--- config.mk ---
export PLATFORM = sky130hd
export DESIGN_NAME = wb_master_bridge_flat
export DESIGN_NICKNAME = d
export VERILOG_FILES = /design/src/rtl/wb_master_bridge_if.sv /design/src/rtl/wb_master_bridge.sv /design/src/flat_wrapper.sv
export SDC_FILE = /design/constraint.sdc
export NUM_CORES = 1
export LEC_CHECK = 0
export ABC_AREA = 1
export CORE_MARGIN = 2
export CORE_UTILIZATION = 44
export CTS_CLUSTER_SIZE = 24
export DETAILED_ROUTE_END_ITERATION = 7
export GPL_ROUTABILITY_DRIVEN = 0
export PLACE_DENSITY = 0.82
export RECOVER_POWER = 50
export SLEW_MARGIN = 20
export SYNTH_ARGS = -nofsm -noshare
export SYNTH_HDL_FRONTEND = slang
export SYNTH_SLANG_ARGS = --single-unit
--- constraint.sdc ---
create_clock -name wb_clk_i -period 2.9 [get_ports wb_clk_i]
set_input_delay 0.58 -clock wb_clk_i [delete_from_list [all_inputs] [get_ports wb_clk_i]]
set_output_delay 0.58 -clock wb_clk_i [all_outputs]
set_load 0.01 [all_outputs]
--- src/rtl/wb_master_bridge_if.sv ---
// Request/response and Wishbone initiator signals of wb_master_bridge.
// The master modport is the bridge's own view. The slave modport is the view of
// the surrounding core and Wishbone target.
interface wb_master_bridge_if;
    logic        req_valid;
    logic        req_ready;
    logic        req_we;
    logic [31:0] req_adr;
    logic [31:0] req_dat;
    logic [3:0]  req_sel;
    logic        rsp_valid;
    logic        rsp_ready;
    logic [31:0] rsp_dat;
    logic        rsp_err;
    logic        wbm_cyc_o;
    logic        wbm_stb_o;
    logic        wbm_we_o;
    logic [31:0] wbm_adr_o;
    logic [31:0] wbm_dat_o;
    logic [3:0]  wbm_sel_o;
    logic [31:0] wbm_dat_i;
    logic        wbm_ack_i;
    logic        wbm_err_i;

    modport master (
        input  req_valid, req_we, req_adr, req_dat, req_sel, rsp_ready,
        input  wbm_dat_i, wbm_ack_i, wbm_err_i,
        output req_ready, rsp_valid, rsp_dat, rsp_err,
        output wbm_cyc_o, wbm_stb_o, wbm_we_o, wbm_adr_o, wbm_dat_o, wbm_sel_o
    );

    modport slave (
        output req_valid, req_we, req_adr, req_dat, req_sel, rsp_ready,
        output wbm_dat_i, wbm_ack_i, wbm_err_i,
        input  req_ready, rsp_valid, rsp_dat, rsp_err,
        input  wbm_cyc_o, wbm_stb_o, wbm_we_o, wbm_adr_o, wbm_dat_o, wbm_sel_o
    );
endinterface

--- src/rtl/wb_master_bridge.sv ---
// Wishbone classic single-transfer master. It accepts one core request and runs
// one cyc/stb bus cycle. The cycle ends on ack, on err, or on a timeout. The
// bridge then holds the response until the consumer takes it.
module wb_master_bridge #(
    parameter int unsigned TIMEOUT = 255
) (
    input  logic           wb_clk_i,
    input  logic           wb_rst_i,
    wb_master_bridge_if.master bus
);

    localparam int unsigned CW    = (TIMEOUT == 0) ? 1 : $clog2(TIMEOUT + 1);
    localparam bit          TO_EN = (TIMEOUT != 0);
    localparam logic [CW-1:0] TMAX = CW'((TIMEOUT != 0) ? TIMEOUT - 1 : 0);

    typedef enum logic [1:0] {
        IDLE,
        BUS,
        RESP
    } state_t;

    state_t        state_q;
    logic [CW-1:0] cnt_q;
    logic          cyc_q;
    logic          we_q;
    logic [31:0]   adr_q;
    logic [31:0]   dat_q;
    logic [3:0]    sel_q;
    logic          rsp_valid_q;
    logic [31:0]   rsp_dat_q;
    logic          rsp_err_q;

    // Bridge FSM: request latch, bus termination, and the held response.
    always_ff @(posedge wb_clk_i) begin
        if (wb_rst_i) begin
            state_q     <= IDLE;
            cnt_q       <= '0;
            cyc_q       <= 1'b0;
            we_q        <= 1'b0;
            adr_q       <= '0;
            dat_q       <= '0;
            sel_q       <= '0;
            rsp_valid_q <= 1'b0;
            rsp_dat_q   <= '0;
            rsp_err_q   <= 1'b0;
        end else begin
            case (state_q)
                IDLE: begin
                    if (bus.req_valid) begin
                        we_q    <= bus.req_we;
                        adr_q   <= bus.req_adr;
                        dat_q   <= bus.req_dat;
                        sel_q   <= bus.req_sel;
                        cyc_q   <= 1'b1;
                        cnt_q   <= '0;
                        state_q <= BUS;
                    end
                end
                BUS: begin
                    if (bus.wbm_err_i) begin
                        cyc_q       <= 1'b0;
                        rsp_err_q   <= 1'b1;
                        rsp_dat_q   <= '0;
                        rsp_valid_q <= 1'b1;
                        state_q     <= RESP;
                    end else if (bus.wbm_ack_i) begin
                        cyc_q       <= 1'b0;
                        rsp_err_q   <= 1'b0;
                        rsp_dat_q   <= we_q ? '0 : bus.wbm_dat_i;
                        rsp_valid_q <= 1'b1;
                        state_q     <= RESP;
                    end else if (TO_EN && (cnt_q == TMAX)) begin
                        cyc_q       <= 1'b0;
                        rsp_err_q   <= 1'b1;
                        rsp_dat_q   <= '0;
                        rsp_valid_q <= 1'b1;
                        state_q     <= RESP;
                    end else if (TO_EN) begin
                        // With the timeout disabled the counter is frozen, so it never wraps.
                        cnt_q <= cnt_q + CW'(1);
                    end
                end
                RESP: begin
                    if (bus.rsp_ready) begin
                        rsp_valid_q <= 1'b0;
                        state_q     <= IDLE;
                    end
                end
                default: state_q <= IDLE;
            endcase
        end
    end

    assign bus.req_ready = (state_q == IDLE);
    assign bus.rsp_valid = rsp_valid_q;
    assign bus.rsp_dat   = rsp_dat_q;
    assign bus.rsp_err   = rsp_err_q;
    assign bus.wbm_cyc_o = cyc_q;
    assign bus.wbm_stb_o = cyc_q;
    assign bus.wbm_we_o  = we_q;
    assign bus.wbm_adr_o = adr_q;
    assign bus.wbm_dat_o = dat_q;
    assign bus.wbm_sel_o = sel_q;

endmodule

--- src/flat_wrapper.sv ---
// flat-port wrapper written by rule: the top's interface ports become plain ports
module wb_master_bridge_flat 
#(
    parameter int unsigned TIMEOUT = 255
)
  (wb_clk_i, wb_rst_i, bus_req_valid, bus_req_we, bus_req_adr, bus_req_dat, bus_req_sel, bus_rsp_ready, bus_wbm_dat_i, bus_wbm_ack_i, bus_wbm_err_i, bus_req_ready, bus_rsp_valid, bus_rsp_dat, bus_rsp_err, bus_wbm_cyc_o, bus_wbm_stb_o, bus_wbm_we_o, bus_wbm_adr_o, bus_wbm_dat_o, bus_wbm_sel_o);
  wb_master_bridge_if bus_i ();
  input  logic wb_clk_i;
  input  logic wb_rst_i;
  input wire logic [$bits(bus_i.req_valid)-1:0] bus_req_valid;
  input wire logic [$bits(bus_i.req_we)-1:0] bus_req_we;
  input wire logic [$bits(bus_i.req_adr)-1:0] bus_req_adr;
  input wire logic [$bits(bus_i.req_dat)-1:0] bus_req_dat;
  input wire logic [$bits(bus_i.req_sel)-1:0] bus_req_sel;
  input wire logic [$bits(bus_i.rsp_ready)-1:0] bus_rsp_ready;
  input wire logic [$bits(bus_i.wbm_dat_i)-1:0] bus_wbm_dat_i;
  input wire logic [$bits(bus_i.wbm_ack_i)-1:0] bus_wbm_ack_i;
  input wire logic [$bits(bus_i.wbm_err_i)-1:0] bus_wbm_err_i;
  output wire logic [$bits(bus_i.req_ready)-1:0] bus_req_ready;
  output wire logic [$bits(bus_i.rsp_valid)-1:0] bus_rsp_valid;
  output wire logic [$bits(bus_i.rsp_dat)-1:0] bus_rsp_dat;
  output wire logic [$bits(bus_i.rsp_err)-1:0] bus_rsp_err;
  output wire logic [$bits(bus_i.wbm_cyc_o)-1:0] bus_wbm_cyc_o;
  output wire logic [$bits(bus_i.wbm_stb_o)-1:0] bus_wbm_stb_o;
  output wire logic [$bits(bus_i.wbm_we_o)-1:0] bus_wbm_we_o;
  output wire logic [$bits(bus_i.wbm_adr_o)-1:0] bus_wbm_adr_o;
  output wire logic [$bits(bus_i.wbm_dat_o)-1:0] bus_wbm_dat_o;
  output wire logic [$bits(bus_i.wbm_sel_o)-1:0] bus_wbm_sel_o;
  assign bus_i.req_valid = bus_req_valid;
  assign bus_i.req_we = bus_req_we;
  assign bus_i.req_adr = bus_req_adr;
  assign bus_i.req_dat = bus_req_dat;
  assign bus_i.req_sel = bus_req_sel;
  assign bus_i.rsp_ready = bus_rsp_ready;
  assign bus_i.wbm_dat_i = bus_wbm_dat_i;
  assign bus_i.wbm_ack_i = bus_wbm_ack_i;
  assign bus_i.wbm_err_i = bus_wbm_err_i;
  assign bus_req_ready = bus_i.req_ready;
  assign bus_rsp_valid = bus_i.rsp_valid;
  assign bus_rsp_dat = bus_i.rsp_dat;
  assign bus_rsp_err = bus_i.rsp_err;
  assign bus_wbm_cyc_o = bus_i.wbm_cyc_o;
  assign bus_wbm_stb_o = bus_i.wbm_stb_o;
  assign bus_wbm_we_o = bus_i.wbm_we_o;
  assign bus_wbm_adr_o = bus_i.wbm_adr_o;
  assign bus_wbm_dat_o = bus_i.wbm_dat_o;
  assign bus_wbm_sel_o = bus_i.wbm_sel_o;
  wb_master_bridge #(.TIMEOUT(TIMEOUT)) u_core (.wb_clk_i(wb_clk_i), .wb_rst_i(wb_rst_i), .bus(bus_i));
endmodule
==> PnR_summary.wiki <==
{| class="wikitable"
! Metric !! Value
|-
| R2r worst-path depth || 7
|-
| Critical Path Fanout Max || 3
|-
| Final Cycle Share || 77.0%
|-
| # resized after CTS || 0
|-
| Drt first pass iters || 4
|-
| Type of destination of the critical path || output port
|-
| Outcome || finished clean
|-
| # port buffers || 212
|-
| Slack of the worst reg-to-reg path || 0.97 ns
|-
| Area used by multi-input combinational logic || 1750 um^2
|-
| Aggregate global-route resource usage || 23.0%
|-
| Post-synthesis cell count || 550
|-
| Type of the most critical hold path || flip-flop to flip-flop
|-
| CP max stage delay || 0.59 ns
|-
| Share of the synthesized area in the top cell type || 52.4%
|-
| Syn Nets || 659
|-
| # Post-CTS Setup Buffers || 0
|-
| Synth Area in Adders || 0.575%
|-
| Final critical-path required period || 2.23 ns
|-
| Worst endpoint data arrival time || 1.65 ns
|-
| Setup Skew || 0.00521 ns
|-
| Worst Max-Slew Pin Slew || 0.625 ns
|-
| Total power per unit cell area || 659 nW/um^2
|-
| Fraction of the mapped netlist area in compound gates || 13.7%
|-
| # fillers || 743
|-
| Number of global-route vias before repair || 4086
|-
| Average wire per cell in the routed design || 14.3 um
|-
| Worst-Skew Late Latency || 0.51 ns
|-
| Worst-case headroom to the max-slew limit || 58.3%
|-
| TritonCTS buffer count || 17
|-
| Fraction of final layout cells sized beyond drive strength 1 || 6.07%
|-
| Portion of the post-synthesis area used by sequential elements || 52.4%
|-
| Footprint of the flip-flops and latches || 2280 um^2
|-
| Share of synthesized cell area in and, or, nand and nor gates || 26.1%
|-
| Global-route wire length before repair || 19200 um
|-
| Die width || 103 um
|-
| Final global-route overflow total || 0
|-
| Initial antenna violation count || 0
|-
| Initial DRC count || 192
|-
| Number of warning messages in the yosys log || 0
|-
| CP top delay family || buffers and inverters
|-
| Vias per inst || 4.99
|-
| Root buffer cell || sky130_fd_sc_hd__clkbuf_8
|-
| Final hold violation count || 0
|-
| Number of routed nets with antenna violations || 0
|-
| RSZ-0062 raised after global routing || false
|-
| Leakage || 0.00270 uW
|-
| Critical path class || flip-flop to output port
|-
| FP Rows || 36
|-
| Post-synth EDFFs || 0
|-
| Combinational family with the most area after synthesis || simple AND/OR/NAND/NOR gates
|-
| Beginning of the worst register-to-register path || u_core.state_q[0]$_SDFFE_PP0P_
|-
| Largest net degree at the start of global routing || 76
|-
| Crit path max-delay cell type || sky130_fd_sc_hd__clkdlybuf4s50_1
|-
| Cells along the critical path || nor2_1 -> clkdlybuf4s50_1
|-
| Worst Hold Depth || 2
|-
| Cts-stage hold buffer count || 0
|-
| Deepest level of the CTS H-tree || 4
|-
| Post-synth top cells || 151 x sky130_fd_sc_hd__nor2_1, 114 x sky130_fd_sc_hd__dfxtp_1, 70 x sky130_fd_sc_hd__o21ai_0, 59 x sky130_fd_sc_hd__nand2_1, 41 x sky130_fd_sc_hd__a21oi_1
|-
| Worst path depth || 2
|-
| CTS tree || yes
|-
| Number of maximum-capacitance violations || 0
|-
| Top-count cell post-synth || sky130_fd_sc_hd__nor2_1
|-
| Clock buffer depth || 2
|-
| Number of I/O pins || 213
|-
| Critical register-to-register path endpoint || u_core.cnt_q[6]$_SDFFE_PP0P_
|-
| TritonCTS sink count || 114
|-
| Critical Path End || bus_req_ready
|-
| Synthesis-to-finish area growth || 62.6%
|-
| Required time at the endpoint of the critical path || 2.32 ns
|-
| Timing-limited maximum frequency || 448 MHz
|-
| Chip height || 103 um
|-
| Slew Limit Fails || 0
|-
| Synth Flop Type || sky130_fd_sc_hd__dfxtp_1
|-
| Vias post-DR || 4449
|-
| Post-synthesis average cell area || 7.91 um^2
|-
| Multiplexer share of the synthesized area || 0%
|-
| Buffers and inverters on the worst path || 1
|-
| Post-detailed-placement half-perimeter wirelength || 8700 um
|-
| Setup TNS || 0 ns
|-
| Number of antenna cells inserted || 0
|-
| CTS clk-pin slew, worst paths || 0.05 ns
|-
| Proportion of register bits with asynchronous set or reset after synthesis || 0%
|-
| Drt drc || 0
|-
| Syn Std Cell Area || 4350 um^2
|-
| Xor/xnor share of the synthesized area || 0.201%
|-
| Critical path startpoint || u_core.state_q[1]$_SDFFE_PP0P_
|-
| Worst hold slack || 0.463 ns
|-
| Top post-synthesis cells by area || sky130_fd_sc_hd__dfxtp_1 52%, sky130_fd_sc_hd__nor2_1 13%, sky130_fd_sc_hd__o21ai_0 8.0%
|-
| Critical Path Start Type || flip-flop
|-
| Std-Cell Core Area || 9680 um^2
|-
| VDD IR-drop max || 0.430 mV
|-
| Number of nets in the layout || 855
|-
| Total length of routed wires || 12700 um
|-
| Count of state elements after synthesis || 114
|-
| Cell taking the most area after synthesis || sky130_fd_sc_hd__dfxtp_1
|-
| Count of different cell masters after synthesis || 26
|-
| Die area || 10700 um^2
|-
| Starting density of the core || 44.9%
|-
| Setup violators final || 0
|}
-- area by class of cell --
type | count | share of cell area [%]
Multi-Input combinational cell | 382 | 24.7
Sequential cell | 114 | 32.2
Tap cell | 133 | 2.35
Timing Repair Buffer | 218 | 31.0
Clock buffer | 21 | 6.49
Inverter | 13 | 0.690
Clock inverter | 10 | 2.55
-- stage by stage --
| stage | util, % | cell area [um^2] | setup slack (ns) | std cells | power [uW] |
|---|---|---|---|---|---|
| after floorplan | - | 4350 | 1.55 | 550 | 2080 |
| after global placement | 66.7 | 6460 | 0.695 | 860 | 2450 |
| after detailed placement | 66.7 | 6460 | 0.559 | 860 | 2470 |
| after CTS | 73.3 | 7100 | 0.645 | 891 | 4720 |
| after global routing | 73.1 | 7080 | 0.587 | 891 | 4840 |
| final | 73.1 | 7080 | 0.668 | 891 | 4660 |
-- power by group --
part           switching (uW)  leakage [uW]  total (uW)  internal [uW]
combinational             324       0.00145         702            377
clock                     691      0.000310        2230           1540
sequential               58.1      0.000937        1730           1670
-- cell families (layout without fill, tap and decap cells) --
kind of cell / after synthesis / count (layout)
and+or+nand+nor: 263 / 263
adders and majority gates: 2 / 2
xor gates and xnor gates: 1 / 1
buffers and inverters: 54 / 262
DFF: 114 / 114
AOI/OAI and AO/OA: 116 / 116
-- cell usage in the layout (no fill, tap or decap), types with 4 or more instances in the layout --
cell,n
sky130_fd_sc_hd__clkbuf_8,4
sky130_fd_sc_hd__buf_4,4
sky130_fd_sc_hd__a21oi_1,42
sky130_fd_sc_hd__o21ai_0,71
sky130_fd_sc_hd__nor2_1,152
sky130_fd_sc_hd__bufinv_16,5
sky130_fd_sc_hd__dfxtp_1,114
sky130_fd_sc_hd__nand3_1,8
sky130_fd_sc_hd__nand4_1,32
sky130_fd_sc_hd__clkbuf_16,16
sky130_fd_sc_hd__dlygate4sd3_1,5
sky130_fd_sc_hd__nand2_1,61
sky130_fd_sc_hd__clkdlybuf4s50_1,207
sky130_fd_sc_hd__inv_1,12
-- routing by layer --
| metal | global-route usage (%) | wire [um] |
|---|---|---|
| met5 | 0 | 0 |
| met3 | 11.3 | 1460 |
| met1 | 26.2 | 4860 |
| met4 | 8.50 | 179 |
| met2 | 37.4 | 6240 |
-- worst reg2reg max path, cell delays in order, from the launching register on --
cell and delay [ns]:
sky130_fd_sc_hd__dfxtp_1 0.33, sky130_fd_sc_hd__inv_1 0.08, sky130_fd_sc_hd__nor2_4 0.37, sky130_fd_sc_hd__nand3_1 0.39
sky130_fd_sc_hd__nand2_1 0.39, sky130_fd_sc_hd__o21ai_0 0.16, sky130_fd_sc_hd__inv_1 0.08, sky130_fd_sc_hd__nor2_1 0.04
-- state kept, by name, indices dropped and copies added (netlist names) --
name and count:
u_core.bus.rsp_valid 1, u_core.bus.wbm_cyc_o 1, u_core.bus.wbm_adr_o 32, u_core.bus.wbm_sel_o 4, u_core.state_q 2, u_core.cnt_q 8, u_core.bus.wbm_we_o 1, u_core.bus.wbm_dat_o 32
u_core.bus.rsp_dat 32, u_core.bus.rsp_err 1
-- worst min path at each step --
stage	end	from	slack (ns)
final	u_core.bus.rsp_dat[30]$_SDFFE_PP0P_	u_core.bus.rsp_dat[30]$_SDFFE_PP0P_	0.46
after global routing	u_core.bus.rsp_dat[20]$_SDFFE_PP0P_	u_core.bus.rsp_dat[20]$_SDFFE_PP0P_	0.48
after CTS	u_core.bus.rsp_dat[20]$_SDFFE_PP0P_	u_core.bus.rsp_dat[20]$_SDFFE_PP0P_	0.46
after global placement	u_core.bus.rsp_dat[20]$_SDFFE_PP0P_	u_core.bus.rsp_dat[20]$_SDFFE_PP0P_	0.45
after detailed placement	u_core.bus.rsp_dat[20]$_SDFFE_PP0P_	u_core.bus.rsp_dat[20]$_SDFFE_PP0P_	0.46
after floorplan	u_core.cnt_q[0]$_SDFFE_PP0P_	u_core.cnt_q[0]$_SDFFE_PP0P_	0.45
No activity file was read; power rests on OpenSTA's default activity.
==> variant (config.mk and constraints unchanged) <==
`TIMEOUT` is set to 255 in 2 places; all go to 510.
--- a/src/rtl/wb_master_bridge.sv
+++ b/src/rtl/wb_master_bridge.sv
@@ -2,7 +2,7 @@
 // one cyc/stb bus cycle. The cycle ends on ack, on err, or on a timeout. The
 // bridge then holds the response until the consumer takes it.
 module wb_master_bridge #(
-    parameter int unsigned TIMEOUT = 255
+    parameter int unsigned TIMEOUT = 510
 ) (
     input  logic           wb_clk_i,
     input  logic           wb_rst_i,
--- a/src/flat_wrapper.sv
+++ b/src/flat_wrapper.sv
@@ -1,7 +1,7 @@
 // flat-port wrapper written by rule: the top's interface ports become plain ports
 module wb_master_bridge_flat 
 #(
-    parameter int unsigned TIMEOUT = 255
+    parameter int unsigned TIMEOUT = 510
 )
   (wb_clk_i, wb_rst_i, bus_req_valid, bus_req_we, bus_req_adr, bus_req_dat, bus_req_sel, bus_rsp_ready, bus_wbm_dat_i, bus_wbm_ack_i, bus_wbm_err_i, bus_req_ready, bus_rsp_valid, bus_rsp_dat, bus_rsp_err, bus_wbm_cyc_o, bus_wbm_stb_o, bus_wbm_we_o, bus_wbm_adr_o, bus_wbm_dat_o, bus_wbm_sel_o);
   wb_master_bridge_if bus_i ();
Formal check against the unedited RTL: no difference found for any inputs over 4 cycles, from zero or initial values and one cycle with wb_rst_i high; that may be too few to reach the edited logic, so the function may still have changed.
==> variant against the unedited design <==
Non-clock buffer count rose by 3; synthesized area is 7.5% higher; core utilization decreased by 2.5 points; worst setup slack got worse by 130 ps; cell area increased by 3.0%; hold slack lost 0.93 ps; sequential share of layout area shrank 0.67 points; sequential cell count up 1; critical path type is now flip-flop to flip-flop; total power grew 1.4%; final cell count increased by 2.7%; routed wire length increased by 13%.
==> variant: results (changes against the unedited design) <==
STA
  • Clock skew: 15.4 ps (+10.2 ps)
  • Rel. slew slack: 30.0% (-28 points)

Placed design
  • HPWL after DPL: 10,300 µm (+18%)
  • Pre-CTS setup slack: 731 ps (+172 ps)
  • Dpl cell area: 6810 µm² (+5.3%)

Synthesis
  • Synth Flop Type: dfxtp_1
  • Post-synthesis sequential area ratio: 49.2% (-3.2 points)
  • Synth Area in Compound Gates: 18.0% (+4.3 points)
  • Synth top area cells: dfxtp_1, nor2_1, nor3_2, o21ai_0, a21oi_1
  • Xor and xnor fraction of the mapped netlist area: 0% (-0.20 points)
  • Netlist cell types: 27 (+3.8%)
  • Adder-cell share of the synthesized area: 0.535% (-0.040 points)
  • Commonest cells post-synth: nor2_1, dfxtp_1, o21ai_0
  • Syn Nets: 675 (+2.4%)

Cells and area
  • Nets: 874 (+2.2%)
  • Share of layout cells above drive strength 1: 10.7% (+4.6 points)
  • Fill count: 794 (+6.9%)

Detailed routing
  • Initial detailed-routing violation count: 255 (+33%)
  • Via count: 4,591 (+3.2%)
  • DR WL/cell: 15.7 µm (+10%)
  • Total iterations of the first detailed-routing run: 6 (+2)

Worst hold path
  • Min-Delay Path Class: flip-flop to flip-flop
  • Hold path depth: 2 (unchanged)

Clock tree
  • H-tree depth: 4 (unchanged)
  • CTS-repair resized insts: 0 (unchanged)
  • Post-CTS setup buffer count: 0 (unchanged)

Global route
  • Vias in the first global route: 4,409 (+7.9%)
  • Global-route wire length before repair: 22,000 µm (+15%)
  • Largest net degree at the start of global routing: 70 (-7.9%)
  • Gr usage total: 24.6% (+1.6 points)

Power
  • Pwr/cell area: 649 nW/µm² (-1.5%)
  • LEAKAGE: 0.00276 µW (+2.3%)
  • Worst vdd ir: 0.318 mV (-26%)

Critical path
  • CP arrival: 2750 ps (+1100 ps)
  • CP max FO: 24 (+21)
  • Worst Reg-to-Reg Cells: 8 (+1)

Run status
  • Status: finished, final reports clean
variant: cell types whose count changed in the layout (fill, tap and decap cells not counted), sizes merged, moves of 3 or more:
| cell | before | now |
|---|---|---|
| clkdlybuf4s50 | 207 | 211 |
| inv | 13 | 16 |
| nand2 | 65 | 39 |
| nor2 | 155 | 159 |
| nand4 | 32 | 0 |
| buf | 6 | 9 |
| clkinv | 3 | 6 |
| nand3 | 8 | 13 |
| nor3 | 3 | 31 |
| a21oi | 43 | 73 |
| dlygate4sd3 | 5 | 0 |
variant: power breakdown:
| part | switching (µW) | internal (µW) | total [µW] |
|---|---|---|---|
| sequential | 76.6 | 1710 | 1790 |
| combinational | 393 | 449 | 842 |
| clock | 761 | 1340 | 2100 |
variant: worst max-delay path, stage by stage, from the launching register on:
cell,delay [ps]
dfxtp_1,350
inv_2,60
nor2_2,780
buf_4,360
nand3_4,150
nand2_1,280
o21ai_0,150
nand2_1,80
nor2_1,30
variant: logic make-up (layout without fill, tap and decap cells):
logic type | Yosys count | in the layout
adder cells (fa/ha/maj) | 2 | 2
other | 0 | 1
AO/OA/AOI/OAI | 148 | 148
flip-flops | 115 | 115
buffers and inverters | 56 | 268
AND/OR/NAND/NOR | 245 | 245
variant: worst paths after layout:
| check | start | endpoint | slack [ps] |
|---|---|---|---|
| setup / recovery | u_core.state_q[0]$_SDFFE_PP0P_ | u_core.cnt_q[8]$_SDFFE_PP0P_ | 540 |
| hold / removal | u_core.bus.rsp_err$_SDFFE_PP0P_ | u_core.bus.rsp_err$_SDFFE_PP0P_ | 460 |
| setup reg to reg | u_core.state_q[0]$_SDFFE_PP0P_ | u_core.cnt_q[8]$_SDFFE_PP0P_ | 540 |
| hold reg to reg | u_core.bus.rsp_err$_SDFFE_PP0P_ | u_core.bus.rsp_err$_SDFFE_PP0P_ | 460 |
variant: layer usage:
metal / track usage (%) / vias to the layer above / wire (µm)
met5: 0 / - / 0
met4: 6.59 / 0 / 149
met3: 8.57 / 18 / 1280
met2: 41.3 / 206 / 6980
met1: 29.8 / 2096 / 6000
li1: - / 2271 / -
variant: layout make-up:
class / instances / share of cell area (%)
sequential: 115 / 31.6
timing repair buffer: 221 / 30.1
multi-input combinational: 395 / 26.8
clock buffer: 18 / 5.87
clock inverter: 14 / 2.47
tap: 136 / 2.33
inverter: 15 / 0.772
antenna: 1 / 0.0343
variant: through the flow:
step | hold WS, ps | std cells | total power (µW)
floorplan | 472 | 566 | 2210
global placement | 438 | 882 | 2650
detailed placement | 460 | 882 | 2680
CTS | 470 | 914 | 4790
global route | 478 | 914 | 4930
finish | 462 | 915 | 4730
